## config.mk

```make
export PLATFORM = sky130hd
export DESIGN_NAME = pix_mem_arb_flat
export DESIGN_NICKNAME = d
export VERILOG_FILES = /design/src/rtl/pix_mem_arb_if.sv /design/src/rtl/pix_mem_arb.sv /design/src/flat_wrapper.sv
export SDC_FILE = /design/constraint.sdc
export NUM_CORES = 1
export LEC_CHECK = 0
export ABC_AREA = 1
export BUFFER_PORTS_ARGS = -buffer_cell sky130_fd_sc_hd__buf_4
export CAP_MARGIN = 20
export CORE_MARGIN = 1
export CORE_UTILIZATION = 45
export DETAILED_ROUTE_END_ITERATION = 6
export GPL_TIMING_DRIVEN = 0
export PLACE_DENSITY = 0.94
export SLEW_MARGIN = 30
export SYNTH_ARGS = -nofsm -noshare
export SYNTH_HDL_FRONTEND = slang
export SYNTH_SLANG_ARGS = --single-unit
```

## constraint.sdc

```tcl
create_clock -name clk -period 2.1 [get_ports clk]
set_input_delay 0.21 -clock clk [delete_from_list [all_inputs] [get_ports clk]]
set_output_delay 0.21 -clock clk [all_outputs]
set_load 0.03 [all_outputs]
```

## src/rtl/pix_mem_arb_if.sv

```systemverilog
// ---------------------------------------------------------------------------
// pix_mem_arb_if
//
// Purpose:
//   Bundles every bus-level signal around the pixel RAM read arbiter:
//   both requester handshakes (template fetcher f, search-strip fetcher g),
//   the RAM read port and the busy flag. clk/rst stay outside the bundle.
//
// Modports:
//   slave  - the arbiter's view (takes requests and RAM data, drives grants,
//            returned data, the RAM read port and busy)
//   master - the surroundings' view (requesters plus the RAM itself)
//
// Signals:
//   req_f/req_g       requester wants a beat this cycle
//   addr_f/addr_g     read address, meaningful while req_x is high
//   gnt_f/gnt_g       requester currently owns the RAM port
//   rdata_f/rdata_g   returned pixel, zero unless rvalid_x
//   rvalid_f/rvalid_g one-cycle pulse per returned beat
//   mem_en/mem_addr   RAM read strobe and address
//   mem_rdata         RAM data, RD_LAT cycles after mem_en
//   busy              a beat is being issued or a read is still in flight
// ---------------------------------------------------------------------------
interface pix_mem_arb_if #(
    parameter int ADDR_W = 11,
    parameter int DATA_W = 3
);
    logic              req_f;
    logic [ADDR_W-1:0] addr_f;
    logic              gnt_f;
    logic [DATA_W-1:0] rdata_f;
    logic              rvalid_f;

    logic              req_g;
    logic [ADDR_W-1:0] addr_g;
    logic              gnt_g;
    logic [DATA_W-1:0] rdata_g;
    logic              rvalid_g;

    logic              mem_en;
    logic [ADDR_W-1:0] mem_addr;
    logic [DATA_W-1:0] mem_rdata;

    logic              busy;

    modport slave (
        input  req_f, addr_f, req_g, addr_g, mem_rdata,
        output gnt_f, rdata_f, rvalid_f,
        output gnt_g, rdata_g, rvalid_g,
        output mem_en, mem_addr, busy
    );

    modport master (
        output req_f, addr_f, req_g, addr_g, mem_rdata,
        input  gnt_f, rdata_f, rvalid_f,
        input  gnt_g, rdata_g, rvalid_g,
        input  mem_en, mem_addr, busy
    );
endinterface

```

## src/rtl/pix_mem_arb.sv

```systemverilog
// ---------------------------------------------------------------------------
// pix_mem_arb
//
// Purpose:
//   Shares the single read port of the pixel RAM between the template (f)
//   window fetcher and the search-strip (g) fetcher. Ownership is handed
//   out in bursts of up to MAX_BURST beats and alternates round-robin when
//   both sides want the port. Read data is steered back to whichever
//   requester issued the beat, RD_LAT cycles later, by a tag pipeline.
//
// Parameters:
//   ADDR_W    pixel RAM address width
//   DATA_W    pixel width
//   RD_LAT    RAM read latency in cycles (1..4)
//   MAX_BURST maximum beats per grant (one template row)
//
// Ports:
//   clk   in   system clock, everything on posedge
//   rst   in   synchronous active-high reset
//   bus   slave modport of pix_mem_arb_if (requests, grants, read return,
//              RAM read port, busy)
//
// Optional build macro ARB_STATS_EN adds three saturating 16-bit counters:
//   stall_f  out  cycles with req_f high and no grant to f
//   stall_g  out  cycles with req_g high and no grant to g
//   beats    out  beats issued to the RAM
// Without the macro these ports do not exist.
// ---------------------------------------------------------------------------
module pix_mem_arb #(
    parameter int ADDR_W    = 11,
    parameter int DATA_W    = 3,
    parameter int RD_LAT    = 1,
    parameter int MAX_BURST = 16
) (
    input  logic          clk,
    input  logic          rst,
    pix_mem_arb_if.slave  bus
`ifdef ARB_STATS_EN
    ,
    output logic [15:0]   stall_f,
    output logic [15:0]   stall_g,
    output logic [15:0]   beats
`endif
);

    // Counter is one bit wider than strictly needed so MAX_BURST=1 still
    // gives a legal non-zero width.
    localparam int                CNT_W     = $clog2(MAX_BURST + 1);
    localparam logic [CNT_W-1:0]  LAST_BEAT = CNT_W'(MAX_BURST - 1);

    typedef enum logic [1:0] {
        IDLE,
        OWN_F,
        OWN_G
    } state_t;

    typedef enum logic {
        OWNER_F = 1'b0,
        OWNER_G = 1'b1
    } owner_t;

    state_t            state;
    state_t            state_nxt;
    owner_t            last_owner;
    owner_t            last_owner_nxt;
    logic [CNT_W-1:0]  burst_cnt;
    logic [CNT_W-1:0]  burst_cnt_nxt;

    logic              gnt_f;
    logic              gnt_g;
    logic              beat_f;
    logic              beat_g;
    logic              beat;
    logic [ADDR_W-1:0] addr_sel;

    // Tag pipeline: stage 0 captures the beat, stage RD_LAT-1 lines up with
    // the RAM data. tag_owner bit is 1 for g, 0 for f.
    logic [RD_LAT-1:0] tag_valid;
    logic [RD_LAT-1:0] tag_owner;
    logic              ret_valid;
    logic              ret_g;
    logic [DATA_W-1:0] ret_data;

    // Grants are pure decodes of the registered state, so a requester sees
    // its grant one cycle after the arbitration decision.
    assign gnt_f  = (state == OWN_F);
    assign gnt_g  = (state == OWN_G);
    assign beat_f = gnt_f & bus.req_f;
    assign beat_g = gnt_g & bus.req_g;
    assign beat   = beat_f | beat_g;

    // Address mux: only the address present in the beat cycle reaches the
    // RAM; the port idles at zero otherwise.
    always_comb begin
        addr_sel = '0;
        if (beat_f) begin
            addr_sel = bus.addr_f;
        end else if (beat_g) begin
            addr_sel = bus.addr_g;
        end
    end

    assign bus.gnt_f    = gnt_f;
    assign bus.gnt_g    = gnt_g;
    assign bus.mem_en   = beat;
    assign bus.mem_addr = addr_sel;

    // Arbitration state, round-robin memory and burst length counter.
    always_ff @(posedge clk) begin
        if (rst) begin
            state      <= IDLE;
            last_owner <= OWNER_G;
            burst_cnt  <= '0;
        end else begin
            state      <= state_nxt;
            last_owner <= last_owner_nxt;
            burst_cnt  <= burst_cnt_nxt;
        end
    end

    // Next-state logic. A requester that drops req while owning costs one
    // bubble cycle: the grant is still visible but no beat is issued, and
    // the port moves on at the following edge. A full burst with the other
    // side waiting hands over without a bubble.
    always_comb begin
        state_nxt      = state;
        last_owner_nxt = last_owner;
        burst_cnt_nxt  = burst_cnt;

        unique case (state)
            IDLE: begin
                if (bus.req_f && bus.req_g) begin
                    state_nxt = (last_owner == OWNER_G) ? OWN_F : OWN_G;
                end else if (bus.req_f) begin
                    state_nxt = OWN_F;
                end else if (bus.req_g) begin
                    state_nxt = OWN_G;
                end
            end

            OWN_F: begin
                if (!bus.req_f) begin
                    state_nxt      = bus.req_g ? OWN_G : IDLE;
                    burst_cnt_nxt  = '0;
                    last_owner_nxt = OWNER_F;
                end else if (burst_cnt == LAST_BEAT) begin
                    burst_cnt_nxt = '0;
                    if (bus.req_g) begin
                        state_nxt      = OWN_G;
                        last_owner_nxt = OWNER_F;
                    end
                end else begin
                    burst_cnt_nxt = burst_cnt + CNT_W'(1);
                end
            end

            OWN_G: begin
                if (!bus.req_g) begin
                    state_nxt      = bus.req_f ? OWN_F : IDLE;
                    burst_cnt_nxt  = '0;
                    last_owner_nxt = OWNER_G;
                end else if (burst_cnt == LAST_BEAT) begin
                    burst_cnt_nxt = '0;
                    if (bus.req_f) begin
                        state_nxt      = OWN_F;
                        last_owner_nxt = OWNER_G;
                    end
                end else begin
                    burst_cnt_nxt = burst_cnt + CNT_W'(1);
                end
            end

            default: begin
                state_nxt = IDLE;
            end
        endcase
    end

    // Tag shift register. Each beat records who issued it; the tag walks
    // alongside the RAM access so data returns to the issuer even if the
    // port has since changed hands. Reset drops every in-flight tag.
    always_ff @(posedge clk) begin
        if (rst) begin
            tag_valid <= '0;
            tag_owner <= '0;
        end else begin
            tag_valid[0] <= beat;
            tag_owner[0] <= beat_g;
            for (int i = 1; i < RD_LAT; i++) begin
                tag_valid[i] <= tag_valid[i-1];
                tag_owner[i] <= tag_owner[i-1];
            end
        end
    end

    assign ret_valid = tag_valid[RD_LAT-1];
    assign ret_g     = tag_owner[RD_LAT-1];
    assign ret_data  = bus.mem_rdata;

    // Read return is combinational from the RAM output; the requester that
    // does not own the returning tag sees zero data.
    assign bus.rvalid_f = ret_valid & ~ret_g;
    assign bus.rvalid_g = ret_valid &  ret_g;
    assign bus.rdata_f  = (ret_valid && !ret_g) ? ret_data : '0;
    assign bus.rdata_g  = (ret_valid &&  ret_g) ? ret_data : '0;

    assign bus.busy = beat | (|tag_valid);

`ifdef ARB_STATS_EN
    // Saturating statistics counters.
    always_ff @(posedge clk) begin
        if (rst) begin
            stall_f <= '0;
            stall_g <= '0;
            beats   <= '0;
        end else begin
            if (bus.req_f && !gnt_f && (stall_f != 16'hFFFF)) begin
                stall_f <= stall_f + 16'd1;
            end
            if (bus.req_g && !gnt_g && (stall_g != 16'hFFFF)) begin
                stall_g <= stall_g + 16'd1;
            end
            if (beat && (beats != 16'hFFFF)) begin
                beats <= beats + 16'd1;
            end
        end
    end
`endif

endmodule

```

## src/flat_wrapper.sv

```systemverilog
// flat-port wrapper written by rule: the top's interface ports become plain ports
module pix_mem_arb_flat 
#(
    parameter int ADDR_W    = 11,
    parameter int DATA_W    = 3,
    parameter int RD_LAT    = 1,
    parameter int MAX_BURST = 16
)
  (clk, rst, bus_req_f, bus_addr_f, bus_req_g, bus_addr_g, bus_mem_rdata, bus_gnt_f, bus_rdata_f, bus_rvalid_f, bus_gnt_g, bus_rdata_g, bus_rvalid_g, bus_mem_en, bus_mem_addr, bus_busy);
  pix_mem_arb_if #(.ADDR_W(ADDR_W), .DATA_W(DATA_W)) bus_i ();
  input  logic clk;
  input  logic rst;
  input wire logic [$bits(bus_i.req_f)-1:0] bus_req_f;
  input wire logic [$bits(bus_i.addr_f)-1:0] bus_addr_f;
  input wire logic [$bits(bus_i.req_g)-1:0] bus_req_g;
  input wire logic [$bits(bus_i.addr_g)-1:0] bus_addr_g;
  input wire logic [$bits(bus_i.mem_rdata)-1:0] bus_mem_rdata;
  output wire logic [$bits(bus_i.gnt_f)-1:0] bus_gnt_f;
  output wire logic [$bits(bus_i.rdata_f)-1:0] bus_rdata_f;
  output wire logic [$bits(bus_i.rvalid_f)-1:0] bus_rvalid_f;
  output wire logic [$bits(bus_i.gnt_g)-1:0] bus_gnt_g;
  output wire logic [$bits(bus_i.rdata_g)-1:0] bus_rdata_g;
  output wire logic [$bits(bus_i.rvalid_g)-1:0] bus_rvalid_g;
  output wire logic [$bits(bus_i.mem_en)-1:0] bus_mem_en;
  output wire logic [$bits(bus_i.mem_addr)-1:0] bus_mem_addr;
  output wire logic [$bits(bus_i.busy)-1:0] bus_busy;
  assign bus_i.req_f = bus_req_f;
  assign bus_i.addr_f = bus_addr_f;
  assign bus_i.req_g = bus_req_g;
  assign bus_i.addr_g = bus_addr_g;
  assign bus_i.mem_rdata = bus_mem_rdata;
  assign bus_gnt_f = bus_i.gnt_f;
  assign bus_rdata_f = bus_i.rdata_f;
  assign bus_rvalid_f = bus_i.rvalid_f;
  assign bus_gnt_g = bus_i.gnt_g;
  assign bus_rdata_g = bus_i.rdata_g;
  assign bus_rvalid_g = bus_i.rvalid_g;
  assign bus_mem_en = bus_i.mem_en;
  assign bus_mem_addr = bus_i.mem_addr;
  assign bus_busy = bus_i.busy;
  pix_mem_arb #(.ADDR_W(ADDR_W), .DATA_W(DATA_W), .RD_LAT(RD_LAT), .MAX_BURST(MAX_BURST)) u_core (.clk(clk), .rst(rst), .bus(bus_i));
endmodule
```

==> results.md <==
* Status: completed
* Hold Vio Cnt, Final at 0
* Slew Viols, Final at 0
* Clock buffer count from CTS at 3
* Fmax at 515 MHz
* Reg-to-Reg Start: u_core.state[0]
* Clk sink count at 10
* DRC at 0
* Via/cell ratio at 4.87
* Largest family of logic cells by synthesized area: simple AND/OR/NAND/NOR gates
* Critical Path Start: u_core.state[0]
* Placer Congestion at 0.852
* Global-route wire length before repair at 3270 um
* Maximum vdd drop at 0.715 mV
* Power Density at 983 nW/um^2
* Drt first pass iters at 4
* Fin util at 74.3%
* Hold path startpoint: rst
* Synthesized area at 837 sq um
* GRT Overall Usage at 21.3%
* Wire per inst at 10.5 um
* Leakage at 0.705 nW
* Syn_area_per_cell at 6.11 sq um
* Area share of fa/ha/maj cells after synthesis at 7.47%
* Die Width at 45.1 um
* Relative slew slack at 82.7%
* # fillers at 152
* Setup CP Type: reg -> out
* Period utilization at 92.4%
* Row Count at 15
* Worst Path Required at 1.89 ns
* Initial antenna violation count at 0
* H-tree levels at 1
* Synthesis-stage register bit count at 10
* Syn nets at 171
* Mux contribution to synthesized area at 0%
* Starting Density at 48.5%
* Mapped Cells at 137
* Root Buffer: clkbuf_4
* Seq/Total Area, Yosys at 23.9%
* Layout Skew at 0.00116 ns
* Max Root-Sink Buffers at 2
* Number of I/O pins at 52
* XOR/XNOR Fraction of Synth Area at 0%
* Critical Path Source Type: register
* Final wirelength at 2260 um
* Post-layout nets at 226
* Dpl hpwl at 1800 um
* Largest net degree at the start of global routing at 11
* Max-cap violations at 0
* Die Height at 45.1 um
* Nature of the critical path endpoint: output port
* Worst-path clk slew at 0.07 ns
* RSZ-0062 raised after global routing: false
* Die outline area at 2040 sq um
* Setup ws final at 0.160 ns
* Slew @ Worst Pin at 0.260 ns
* Vias in the first global route at 860
* Hold WS at 0.158 ns
* Compound-Gate Fraction of Synth Area at 15.1%
* Commonest non-fill, non-tap cell in the layout: buf_4
* Worst min path class: in -> reg
* Post-synthesis cell type count at 20
* N_diodes at 0
* IO buf count at 50
* Total power at 1.26 mW
* Syn. warnings at 0
* Global route overflow at 0
* Pre-CTS setup slack at 0.440 ns
* TritonCTS clock tree: built
* Post-route ant nets at 0
* TNS Setup at 0 ns
* Tmin final at 1.94 ns
* P&R area growth vs syn at 53.2%
* Fraction of layout cells with a size suffix above 1 at 35.6%
* DR vias at 1052
* Crit-path max FO at 10
* Core area at 1730 sq um
* Setup Buffers After CTS at 0
* DRT iter0 DRCs at 18
* Most frequent cells in the layout: buf_4, inv_1, nand2_1, nand3_1
* Final setup violation count at 0
* Simple-Gate Fraction of Synth Area at 36.9%
* Critical path arrival at 1.73 ns
* Worst-skew pair later-pin latency at 0.27 ns
[cell usage after synthesis, drive strengths merged]
master / number / area share [%]
o21a: 1 / 0.90
a21oi: 8 / 4.8
ha: 5 / 7.5
nor3: 2 / 1.2
dfxtp: 10 / 24
buf: 4 / 3.1
o21ai: 15 / 9.4
nand2: 26 / 14
inv: 30 / 13
nand4: 1 / 0.75
nor2: 14 / 7.5
nand3: 21 / 13
[worst paths after layout]
check | to | slack [ns] | cells past startpoint
hold reg to reg | u_core.last_owner | 0.50 | 2
setup reg to reg | u_core.burst_cnt[3] | 0.60 | 6
hold / removal | u_core.ret_valid | 0.16 | 2
setup / recovery | bus_mem_addr[5] | 0.16 | 6
[kinds of logic (layout without fill, tap and decap cells)]
kind of cell | after synthesis | count (layout)
compound gates | 24 | 24
fa+ha+maj | 5 | 5
buf+inv | 34 | 88
flops | 10 | 10
simple gates | 64 | 64
[report_power, final]
part	internal [mW]	switching, mW	total, mW	leakage, nW
clock network	0.105	0.0744	0.180	0.0210
logic	0.300	0.519	0.819	0.603
registers	0.231	0.0318	0.262	0.0815
total	0.636	0.625	1.26	0.705
[stage by stage]
step	cells	area, sq um
6_report	216	1280
5_1_grt	216	1280
4_1_cts	216	1280
3_5_place_dp	212	1240
3_3_place_gp	212	1240
2_1_floorplan	137	837
[routing by layer]
metal  share of wire, %  up-vias  GRT usage, %
met5                  0        -             0
met4               0.84        0          7.27
met1                 40      462          20.0
met2                 48       43          44.3
met3                 11        4          4.00
li1                   -      543             -
[area by class of cell]
cell class / instances / area (sq um) / share of cell area [%]
Tap cell: 25 / 31.3 / 2.44
Buffer: 4 / 26.3 / 2.05
Sequential cell: 10 / 200 / 15.6
Timing Repair Buffer: 50 / 375 / 29.3
Inverter: 30 / 113 / 8.78
Clock buffer: 4 / 36.3 / 2.83
Multi-Input combinational cell: 93 / 500 / 39.0
[worst max-delay path, cell delays in order, from the launching register on]
cell and delay [ns]:
dfxtp_1 0.33, inv_1 0.12, ha_1 0.32, nand3_1 0.13
buf_2 0.19, o21ai_0 0.17, buf_4 0.19
[repair_timing]
| action | in CTS | in global routing |
|---|---|---|
| resized for setup | 0 | 1 |
| hold buffers | 0 | 0 |
| endpoints found under the setup margin | 0 | 1 |
[registers in the layout, indices dropped and copies added (netlist names)]
name,flops
u_core.burst_cnt,5
u_core.ret_valid,1
u_core.ret_g,1
u_core.last_owner,1
u_core.state,2
Power figures use the tool's default switching activity.
